===== src/rtl/sync_fifo_pkg.sv =====
// Shared types for the FWFT adapter.
// Contents:
//   occ_state_e - occupancy state of the 2-entry skid buffer (EMPTY/ONE/TWO);
//                 the encoding equals the number of buffered words.
package sync_fifo_pkg;

  typedef enum logic [1:0] {
    EMPTY = 2'd0,
    ONE   = 2'd1,
    TWO   = 2'd2
  } occ_state_e;

endpackage


===== src/rtl/sync_fifo_fwft_adapter_if.sv =====
// Downstream first-word-fall-through valid/ready stream.
// Signals:
//   m_valid - stream valid (driven by the adapter)
//   m_ready - stream ready (driven by the consumer)
//   m_data  - stream data, WIDTH bits (driven by the adapter)
// Modports: master = adapter side, slave = consumer side.
interface sync_fifo_fwft_adapter_if #(
  parameter int WIDTH = 32
) ();

  logic             m_valid;
  logic             m_ready;
  logic [WIDTH-1:0] m_data;

  modport master (output m_valid, output m_data, input m_ready);
  modport slave  (input m_valid, input m_data, output m_ready);

endinterface


===== src/rtl/fwft_skid_buf.sv =====
// Two-entry register storage with head/tail pointers.
// Ports:
//   clk, rst_n - clock and asynchronous active-low reset
//   clr        - synchronous pointer clear (discard contents)
//   wr_en      - write wr_data at the tail
//   wr_data    - word to write
//   rd_en      - retire the head entry
//   rd_data    - current head entry (registered storage, no read latency)
// The caller guarantees no write when full and no read when empty.
module fwft_skid_buf #(
  parameter int WIDTH = 32
) (
  input  logic             clk,
  input  logic             rst_n,
  input  logic             clr,
  input  logic             wr_en,
  input  logic [WIDTH-1:0] wr_data,
  input  logic             rd_en,
  output logic [WIDTH-1:0] rd_data
);

  logic [WIDTH-1:0] mem_r [2];
  logic             wr_ptr_r;
  logic             rd_ptr_r;

  // Head/tail pointers; clr wins over any simultaneous read or write.
  always_ff @(posedge clk or negedge rst_n) begin
    if (!rst_n) begin
      wr_ptr_r <= 1'b0;
      rd_ptr_r <= 1'b0;
    end else if (clr) begin
      wr_ptr_r <= 1'b0;
      rd_ptr_r <= 1'b0;
    end else begin
      if (wr_en) wr_ptr_r <= ~wr_ptr_r;
      if (rd_en) rd_ptr_r <= ~rd_ptr_r;
    end
  end

  // Storage registers; cleared on reset so the head never reads as X.
  always_ff @(posedge clk or negedge rst_n) begin
    if (!rst_n) begin
      mem_r[0] <= '0;
      mem_r[1] <= '0;
    end else if (wr_en && !clr) begin
      mem_r[wr_ptr_r] <= wr_data;
    end
  end

  assign rd_data = mem_r[rd_ptr_r];

endmodule


===== src/rtl/sync_fifo_fwft_adapter.sv =====
// Converts a FIFO's pop / one-cycle-latency read port into a
// first-word-fall-through valid/ready stream with a 2-entry skid buffer.
// Ports:
//   clk, rst_n - clock and asynchronous active-low reset
//   flush      - synchronous discard of buffered and in-flight data
//   is_empty   - FIFO empty flag
//   data_out   - FIFO read data, valid one cycle after pop
//   pop        - FIFO read strobe (combinational)
//   occupancy  - buffered words 0..2, excluding the word in flight
//   m_if       - downstream stream (master modport)
import sync_fifo_pkg::*;

module sync_fifo_fwft_adapter #(
  parameter int WIDTH = 32,
  parameter int DEPTH = 2
) (
  input  logic                             clk,
  input  logic                             rst_n,
  input  logic                             flush,
  input  logic                             is_empty,
  input  logic [WIDTH-1:0]                 data_out,
  output logic                             pop,
  output logic [1:0]                       occupancy,
  sync_fifo_fwft_adapter_if.master         m_if
);

  localparam logic [2:0] CAPACITY = 3'(DEPTH);

  occ_state_e       state_r;
  occ_state_e       state_nxt_s;
  logic             inflight_r;
  logic             m_valid_s;
  logic             fire_s;
  logic             capture_s;
  logic             pop_s;
  logic [2:0]       pending_s;
  logic [WIDTH-1:0] head_data_s;

  assign m_valid_s = (state_r != EMPTY);
  assign fire_s    = m_valid_s && m_if.m_ready;
  assign capture_s = inflight_r && !flush;

  // Words that will be held after this edge if nothing new is popped;
  // popping only while this is below capacity means a returning word
  // always finds a free slot.
  always_comb begin
    pending_s = {1'b0, state_r} + {2'b00, inflight_r} - {2'b00, fire_s};
    pop_s     = rst_n && !is_empty && !flush && (pending_s < CAPACITY);
  end

  // Occupancy next state: flush first, then capture (+1) and fire (-1).
  always_comb begin
    state_nxt_s = state_r;
    if (flush) begin
      state_nxt_s = EMPTY;
    end else if (capture_s && !fire_s) begin
      case (state_r)
        EMPTY:   state_nxt_s = ONE;
        ONE:     state_nxt_s = TWO;
        default: state_nxt_s = TWO;
      endcase
    end else if (fire_s && !capture_s) begin
      case (state_r)
        TWO:     state_nxt_s = ONE;
        ONE:     state_nxt_s = EMPTY;
        default: state_nxt_s = EMPTY;
      endcase
    end else begin
      state_nxt_s = state_r;
    end
  end

  // State register and in-flight flag (pop_s is already low during flush).
  always_ff @(posedge clk or negedge rst_n) begin
    if (!rst_n) begin
      state_r    <= EMPTY;
      inflight_r <= 1'b0;
    end else begin
      state_r    <= state_nxt_s;
      inflight_r <= pop_s;
    end
  end

  fwft_skid_buf #(.WIDTH(WIDTH)) u_skid (
    .clk     (clk),
    .rst_n   (rst_n),
    .clr     (flush),
    .wr_en   (capture_s),
    .wr_data (data_out),
    .rd_en   (fire_s),
    .rd_data (head_data_s)
  );

  assign pop         = pop_s;
  assign occupancy   = state_r;
  assign m_if.m_valid = m_valid_s;
  assign m_if.m_data  = head_data_s;

endmodule


===== src/flat_wrapper.sv =====
// flat-port wrapper written by rule: the top's interface ports become plain ports
module sync_fifo_fwft_adapter_flat 
#(
  parameter int WIDTH = 32,
  parameter int DEPTH = 2
)
  (clk, rst_n, flush, is_empty, data_out, pop, occupancy, m_if_m_valid, m_if_m_data, m_if_m_ready);
  sync_fifo_fwft_adapter_if #(.WIDTH(WIDTH)) m_if_i ();
  input  logic clk;
  input  logic rst_n;
  input  logic flush;
  input  logic is_empty;
  input  logic [WIDTH-1:0] data_out;
  output logic pop;
  output logic [1:0] occupancy;
  output wire logic [$bits(m_if_i.m_valid)-1:0] m_if_m_valid;
  output wire logic [$bits(m_if_i.m_data)-1:0] m_if_m_data;
  input wire logic [$bits(m_if_i.m_ready)-1:0] m_if_m_ready;
  assign m_if_m_valid = m_if_i.m_valid;
  assign m_if_m_data = m_if_i.m_data;
  assign m_if_i.m_ready = m_if_m_ready;
  sync_fifo_fwft_adapter #(.WIDTH(WIDTH), .DEPTH(DEPTH)) u_core (.clk(clk), .rst_n(rst_n), .flush(flush), .is_empty(is_empty), .data_out(data_out), .pop(pop), .occupancy(occupancy), .m_if(m_if_i));
endmodule

===== config.mk =====
export PLATFORM = sky130hd
export DESIGN_NAME = sync_fifo_fwft_adapter_flat
export DESIGN_NICKNAME = d
export VERILOG_FILES = /design/src/rtl/sync_fifo_pkg.sv /design/src/rtl/sync_fifo_fwft_adapter_if.sv /design/src/rtl/fwft_skid_buf.sv /design/src/rtl/sync_fifo_fwft_adapter.sv /design/src/flat_wrapper.sv
export SDC_FILE = /design/constraint.sdc
export NUM_CORES = 1
export LEC_CHECK = 0
export CORE_MARGIN = 2
export CORE_UTILIZATION = 40
export DETAILED_ROUTE_END_ITERATION = 10
export PLACE_DENSITY = 0.69
export RECOVER_POWER = 50
export SLEW_MARGIN = 5
export SYNTH_ARGS = -nofsm -noshare
export SYNTH_HDL_FRONTEND = slang
export SYNTH_HIERARCHICAL = 1
export SYNTH_SLANG_ARGS = --single-unit

===== constraint.sdc =====
create_clock -name clk -period 2.2 [get_ports clk]
set_clock_uncertainty 0.15 [all_clocks]
set_input_delay 0.22 -clock clk [delete_from_list [all_inputs] [get_ports clk]]
set_output_delay 0.22 -clock clk [all_outputs]
set_load 0.02 [all_outputs]

== Word-level counts from Yosys, hierarchy flattened ==
Cells that the tools add are included.

* Flip-flop bits (word level): 69
* Bits of input ports: 37
* Output and inout port bits: 36

* Add/sub/neg operators: 2
* Order comparisons: 4
* Equal/unequal tests: 1
* Mux-type cells: 15
* Bitwise logic cells: 4
* Reduce and logical (&&, ||, !) cells: 18

{| class="wikitable"
|+ Operators by type and width
! cell !! count
|-
| 32-bit 2-to-1 mux || 4
|-
| 64-bit bitwise mux || 1
|-
| 32-bit demux with 1-bit select || 1
|-
| 1-bit logical AND || 9
|-
| 2-bit 2-to-1 mux || 4
|-
| 2-bit nonzero test || 3
|-
| 1-bit 2-to-1 mux || 5
|-
| 2-bit >= comparator, second input constant || 2
|-
| 1-bit zero test || 4
|-
| 1-bit inverter with 2-bit output || 2
|-
| 2-bit by 1-bit adder with 3-bit output || 1
|-
| 3-bit by 2-bit less-than comparator with 1-bit output, second input constant || 1
|-
| 3-bit nonzero test || 1
|-
| 3-bit by 1-bit subtractor with 3-bit output || 1
|-
| 2-bit == test, second input constant || 1
|-
| 2-bit zero test || 1
|-
| 2-bit by 1-bit less-than comparator with 1-bit output, second input constant || 1
|-
| 1-bit inverter || 2
|}

== Longest topological paths before layout ==
* Word-level depth: 7
* Mapped depth: 7

== By module ==
The synthesis kept the hierarchy.

{| class="wikitable"
|+ Modules (own cells, without submodules)
! module !! times used !! cells an instance !! area each (um^2) !! sequential area each (um^2)
|-
| fwft_skid_buf || 1 || 178 || 2847.7 || 1651.6
|-
| sync_fifo_fwft_adapter || 1 || 21 || 211.5 || 75.1
|}

== Least setup slack after synthesis ==
No wires, ideal clock.

* Path type: reg-to-output
* Start: register u_core.state_r[1] (netlist: u_core/occupancy[1])
* End: output pop
* Data arrival time: 2766 ps
* Required time: 1830 ps
* Path slack: -936 ps
* Stages on the path, launching flop included: 8
* Path buffers: 0
* Cells stage by stage: dfrtp_1 -> or2_4 -> and2_2 -> ha_1 -> or2b_1 -> fa_1 -> nand2_1 -> nor4_1

* Cells in the longest elaborated chain, start to end: 5
* Elaborated cells between the ends (all ways): 6
* Classes of those cells: add/sub (2); order compare (1); reduce/logical (3)

{| class="wikitable"
|+ RTL lines
! item !! RTL line !! text
|-
| from (decl) || sync_fifo_fwft_adapter.sv:29 || <nowiki>occ_state_e state_r;</nowiki>
|-
| from (signal assigned) || sync_fifo_fwft_adapter.sv:79 || <nowiki>state_r <= state_nxt_s;</nowiki>
|-
| 2-bit nonzero test || sync_fifo_fwft_adapter.sv:39 || <nowiki>assign m_valid_s = (state_r != EMPTY);</nowiki>
|-
| net m_if_m_valid || flat_wrapper.sv:16 || <nowiki>output wire logic [$bits(m_if_i.m_valid)-1:0] m_if_m_valid;</nowiki>
|-
| 1-bit logical AND || sync_fifo_fwft_adapter.sv:40 || <nowiki>assign fire_s = m_valid_s && m_if.m_ready;</nowiki>
|-
| net u_core.fire_s || sync_fifo_fwft_adapter.sv:33 || <nowiki>logic fire_s;</nowiki>
|-
| 3-bit by 1-bit subtractor with 3-bit output || sync_fifo_fwft_adapter.sv:47 || <nowiki>pending_s = {1'b0, state_r} + {2'b00, inflight_r} - {2'b00, fire_s};</nowiki>
|-
| 3-bit by 2-bit less-than comparator with 1-bit output || sync_fifo_fwft_adapter.sv:48 || <nowiki>pop_s = rst_n && !is_empty && !flush && (pending_s < CAPACITY);</nowiki>
|-
| 1-bit logical AND || sync_fifo_fwft_adapter.sv:48 ||
|-
| to (decl) || flat_wrapper.sv:14 || <nowiki>output logic pop;</nowiki>
|}

The timed path passes the listed nets, and every way through them passes these cells.

== Final worst setup path ==
* Start: register u_core.state_r[1] (netlist: u_core/occupancy[1])
* End: output pop

* Cells in the longest elaborated chain, start to end: 5
* Elaborated cells between the ends (all ways): 6
* Classes of those cells: add/sub (2); order compare (1); reduce/logical (3)

{| class="wikitable"
|+ RTL lines
! item !! RTL line
|-
| 2-bit nonzero test || sync_fifo_fwft_adapter.sv:39
|-
| 1-bit logical AND || sync_fifo_fwft_adapter.sv:40
|-
| net u_core.fire_s || sync_fifo_fwft_adapter.sv:33
|-
| 3-bit by 1-bit subtractor with 3-bit output || sync_fifo_fwft_adapter.sv:47
|-
| 3-bit by 2-bit less-than comparator with 1-bit output || sync_fifo_fwft_adapter.sv:48
|-
| 1-bit logical AND || sync_fifo_fwft_adapter.sv:48
|}

The timed path passes the listed nets, and every way through them passes these cells.

==> results.cfg <==
[cts]
cts-htree-levels = 3
ctsRootBufferMaster = sky130_fd_sc_hd__clkbuf_8
numCtsBuffers = 9
cts-root-to-sink-buffers = 2
hold_buffers = 0
clkTransAtPathRegs_ps = 70
worstSkewPairLatency_ps = 330
cts_tree = built
numClockSinks = 69

[final_layout]
finalNetCount = 327
n_antenna_cell = 0
area_growth_syn_to_layout_pct = 36.9
layout-drive-gt1-share = 0.464

[placed_design]
gp_routability_congestion = 0.716
detailedPlacementHpwl_um = 3980
dpl_worst_slack_ps = -981
buffer_ports.inserted = 72

[timing]
final_hold_viol_count = 0
rsz0062_at_grt = true
setup_viol = 2
final_critical_path_setup_slack_ps = -743
setup-tns-final_ps = -944
final_slew_violations = 70
worst-slew-pin-transition_ps = 1670
period_needed_ps = 2940
upper_clock_frequency_limit_mhz = 340
post-route-period-util = 1.34
final.hold.worst_slack_ps = 154
timing.slew.headroom = -0.114

[route]
drtAntennaViolNets = 0
drtIter0Drc = 61
detailroute.via_count = 1909
route.detailed.vias_per_inst = 4.87
drt_wl_total_um = 5950
wirelength_per_cell_um = 15.2
drc_errors = 0
drtPass1Iterations = 4

[setup_path]
timing.critical_path.fanout_max = 2
critical_path_class = flip-flop to output pin
required_ps = 1830
setup.worst_path.start_class = flip-flop
worst_ep_arrival_time_ps = 2570
endpoint_kind = output pin

[grt]
grt_remaining_overflow = 0
grt_start_max_net_pins = 70
initial_antenna_violation_count = 0
global_route.usage.total = 0.158
grt_first_pass_wirelength_um = 10200
grt_pass1_vias = 2069

[synthesis]
yosys-top-cells-area = sky130_fd_sc_hd__dfrtp_1 56%, sky130_fd_sc_hd__mux2_2 35%, sky130_fd_sc_hd__buf_4 1.5%, sky130_fd_sc_hd__mux2_1 0.74%, sky130_fd_sc_hd__fa_1 0.65%
syn-cell-area_sq_um = 3060
synthesis.nets = 238
number_of_synthesized_flops_with_an_enable_pin = 0
post-synth-top-count-cell = sky130_fd_sc_hd__mux2_2
synth_flop_cell = sky130_fd_sc_hd__dfrtp_1
post_synth.cell_area_avg_sq_um = 15.4
seq_area_frac_synth = 0.564
yosys.cell_types.count = 23
top_cells_by_instance_count_after_synthesis = 94 x sky130_fd_sc_hd__mux2_2, 69 x sky130_fd_sc_hd__dfrtp_1, 6 x sky130_fd_sc_hd__buf_4, 5 x sky130_fd_sc_hd__nor2_1, 3 x sky130_fd_sc_hd__buf_2
ys_async_sr_fraction = 1.00
yosys_register_bits = 69
yosys_warnings = 6
syn_inst = 199
synth_largest_type_area_fraction = 0.564
synth_top_area_cell = sky130_fd_sc_hd__dfrtp_1

[power_and_ir_drop]
internal_power_mw = 2.43
clock_power_share = 0.269
irDropWorstVdd_uv = 461
share_seq_of_total_power = 0.456
p_sw_frac = 0.286
leakage_nw = 1.95
power.share.combinational = 0.274
power.density_cell_area_nw_per_um2 = 813
total_switching_power_uw = 975

[flow_run]
maxCapViolations = 1

[floorplanning]
placeableCoreArea_sq_um = 7330
die_x_extent_um = 91.5
floorplan.initialDensity = 0.417
die_area_sq_um = 8360
die_height_um = 91.5
std_cell_rows = 31
ios = 73

[outcome]
failed_checks = max-capacitance violations, max-slew violations, negative setup slack
status = finished with violations

[worst_hold_path]
min-delay-path-class = input port to flip-flop
==> through the flow <==
step / utilization / total power [mW] / std cells / instance area [sq um]
finish: 0.571 / 3.40 / 392 / 4190
global route: 0.571 / 3.60 / 392 / 4190
CTS: 0.571 / 3.46 / 391 / 4190
global placement: 0.552 / 2.63 / 375 / 4040
detailed placement: 0.552 / 2.65 / 375 / 4040
floorplan: - / 2.15 / 199 / 3090
==> worst max-delay path, stage by stage, from the launching register on <==
cell                      delay (ps)
sky130_fd_sc_hd__dfrtp_2         400
sky130_fd_sc_hd__or2_4           250
sky130_fd_sc_hd__and2_4          150
sky130_fd_sc_hd__ha_4            200
sky130_fd_sc_hd__or2b_1          230
sky130_fd_sc_hd__fa_2            360
sky130_fd_sc_hd__xor2_2          170
sky130_fd_sc_hd__nor4_4          300
sky130_fd_sc_hd__buf_4           190
==> flip-flops by register name, summed over array words and instances (netlist names) <==
name	cells
u_core/inflight_r	1
u_core/u_skid/wr_ptr_r	1
u_core/u_skid/mem_r	64
u_core/u_skid/rd_ptr_r	1
u_core/occupancy	2
==> worst paths after layout <==
| check | start | to | slack (ps) | cells after the start |
|---|---|---|---|---|
| max in group asynchronous | rst_n | u_core/occupancy[0] | 390 | 2 |
| max | u_core/occupancy[1] | pop | -740 | 8 |
| min in group asynchronous | rst_n | u_core/u_skid/mem_r[31] | 370 | 2 |
| min | rst_n | u_core/inflight_r | 150 | 4 |
| max reg2reg | u_core/occupancy[1] | u_core/inflight_r | -200 | 8 |
| min reg2reg | u_core/u_skid/mem_r[57] | u_core/u_skid/mem_r[57] | 340 | 1 |
==> layer usage <==
| layer | vias up | GRT usage | wire length (um) |
|---|---|---|---|
| li1 | 890 | - | - |
| met1 | 958 | 0.198 | 2600 |
| met2 | 52 | 0.249 | 2920 |
| met3 | 9 | 0.0672 | 347 |
| met4 | 0 | 0.0455 | 71 |
| met5 | - | 0 | 0 |
==> power groups by stage <==
stage	sequential [mW]	clock, mW	combinational, mW
2_1_floorplan	1.55	0	0.593
3_3_place_gp	1.57	0	1.06
6_report	1.55	0.916	0.934
4_1_cts	1.56	0.952	0.951
3_5_place_dp	1.58	0	1.07
5_1_grt	1.58	1.01	1.01
==> layout by cell type (no fill, tap or decap), types with 2 or more instances in the layout <==
| cell | n |
|---|---|
| sky130_fd_sc_hd__dfrtp_2 | 2 |
| sky130_fd_sc_hd__clkinv_2 | 3 |
| sky130_fd_sc_hd__mux2_1 | 2 |
| sky130_fd_sc_hd__xnor2_1 | 2 |
| sky130_fd_sc_hd__clkbuf_8 | 11 |
| sky130_fd_sc_hd__buf_4 | 10 |
| sky130_fd_sc_hd__nor2_1 | 5 |
| sky130_fd_sc_hd__clkdlybuf4s50_1 | 38 |
| sky130_fd_sc_hd__clkbuf_1 | 3 |
| sky130_fd_sc_hd__a2bb2oi_1 | 2 |
| sky130_fd_sc_hd__dlygate4sd2_1 | 32 |
| sky130_fd_sc_hd__a21oi_1 | 2 |
| sky130_fd_sc_hd__dfrtp_1 | 67 |
| sky130_fd_sc_hd__buf_12 | 5 |
| sky130_fd_sc_hd__mux2_2 | 94 |
==> timing repair <==
item                                    4_1_cts  5_1_grt
resized for setup                            39        0
endpoints found under the setup margin       34        2
buffers inserted                              0        1
hold endpoints to repair                      0        0
pin swaps                                     2        0
==> layout make-up <==
| class | count | area [sq um] |
|---|---|---|
| Timing Repair Buffer | 88 | 848 |
| Inverter | 1 | 3.75 |
| Clock inverter | 4 | 22.5 |
| Fill cell | 613 | 3140 |
| Tap cell | 99 | 124 |
| Clock buffer | 12 | 155 |
| Sequential cell | 69 | 1730 |
| Multi-Input combinational cell | 119 | 1310 |
==> logic make-up after synthesis <==
kind of cell,after synthesis,synth area share
XOR/XNOR,3,0.00859
AND/OR/NAND/NOR,13,0.0299
AO/OA/AOI/OAI,5,0.0110
adder cells (fa/ha/maj),2,0.0106
multiplexers,96,0.353
flip-flops,69,0.564
buffers and inverters,11,0.0221
Power figures use the tool's default switching activity.
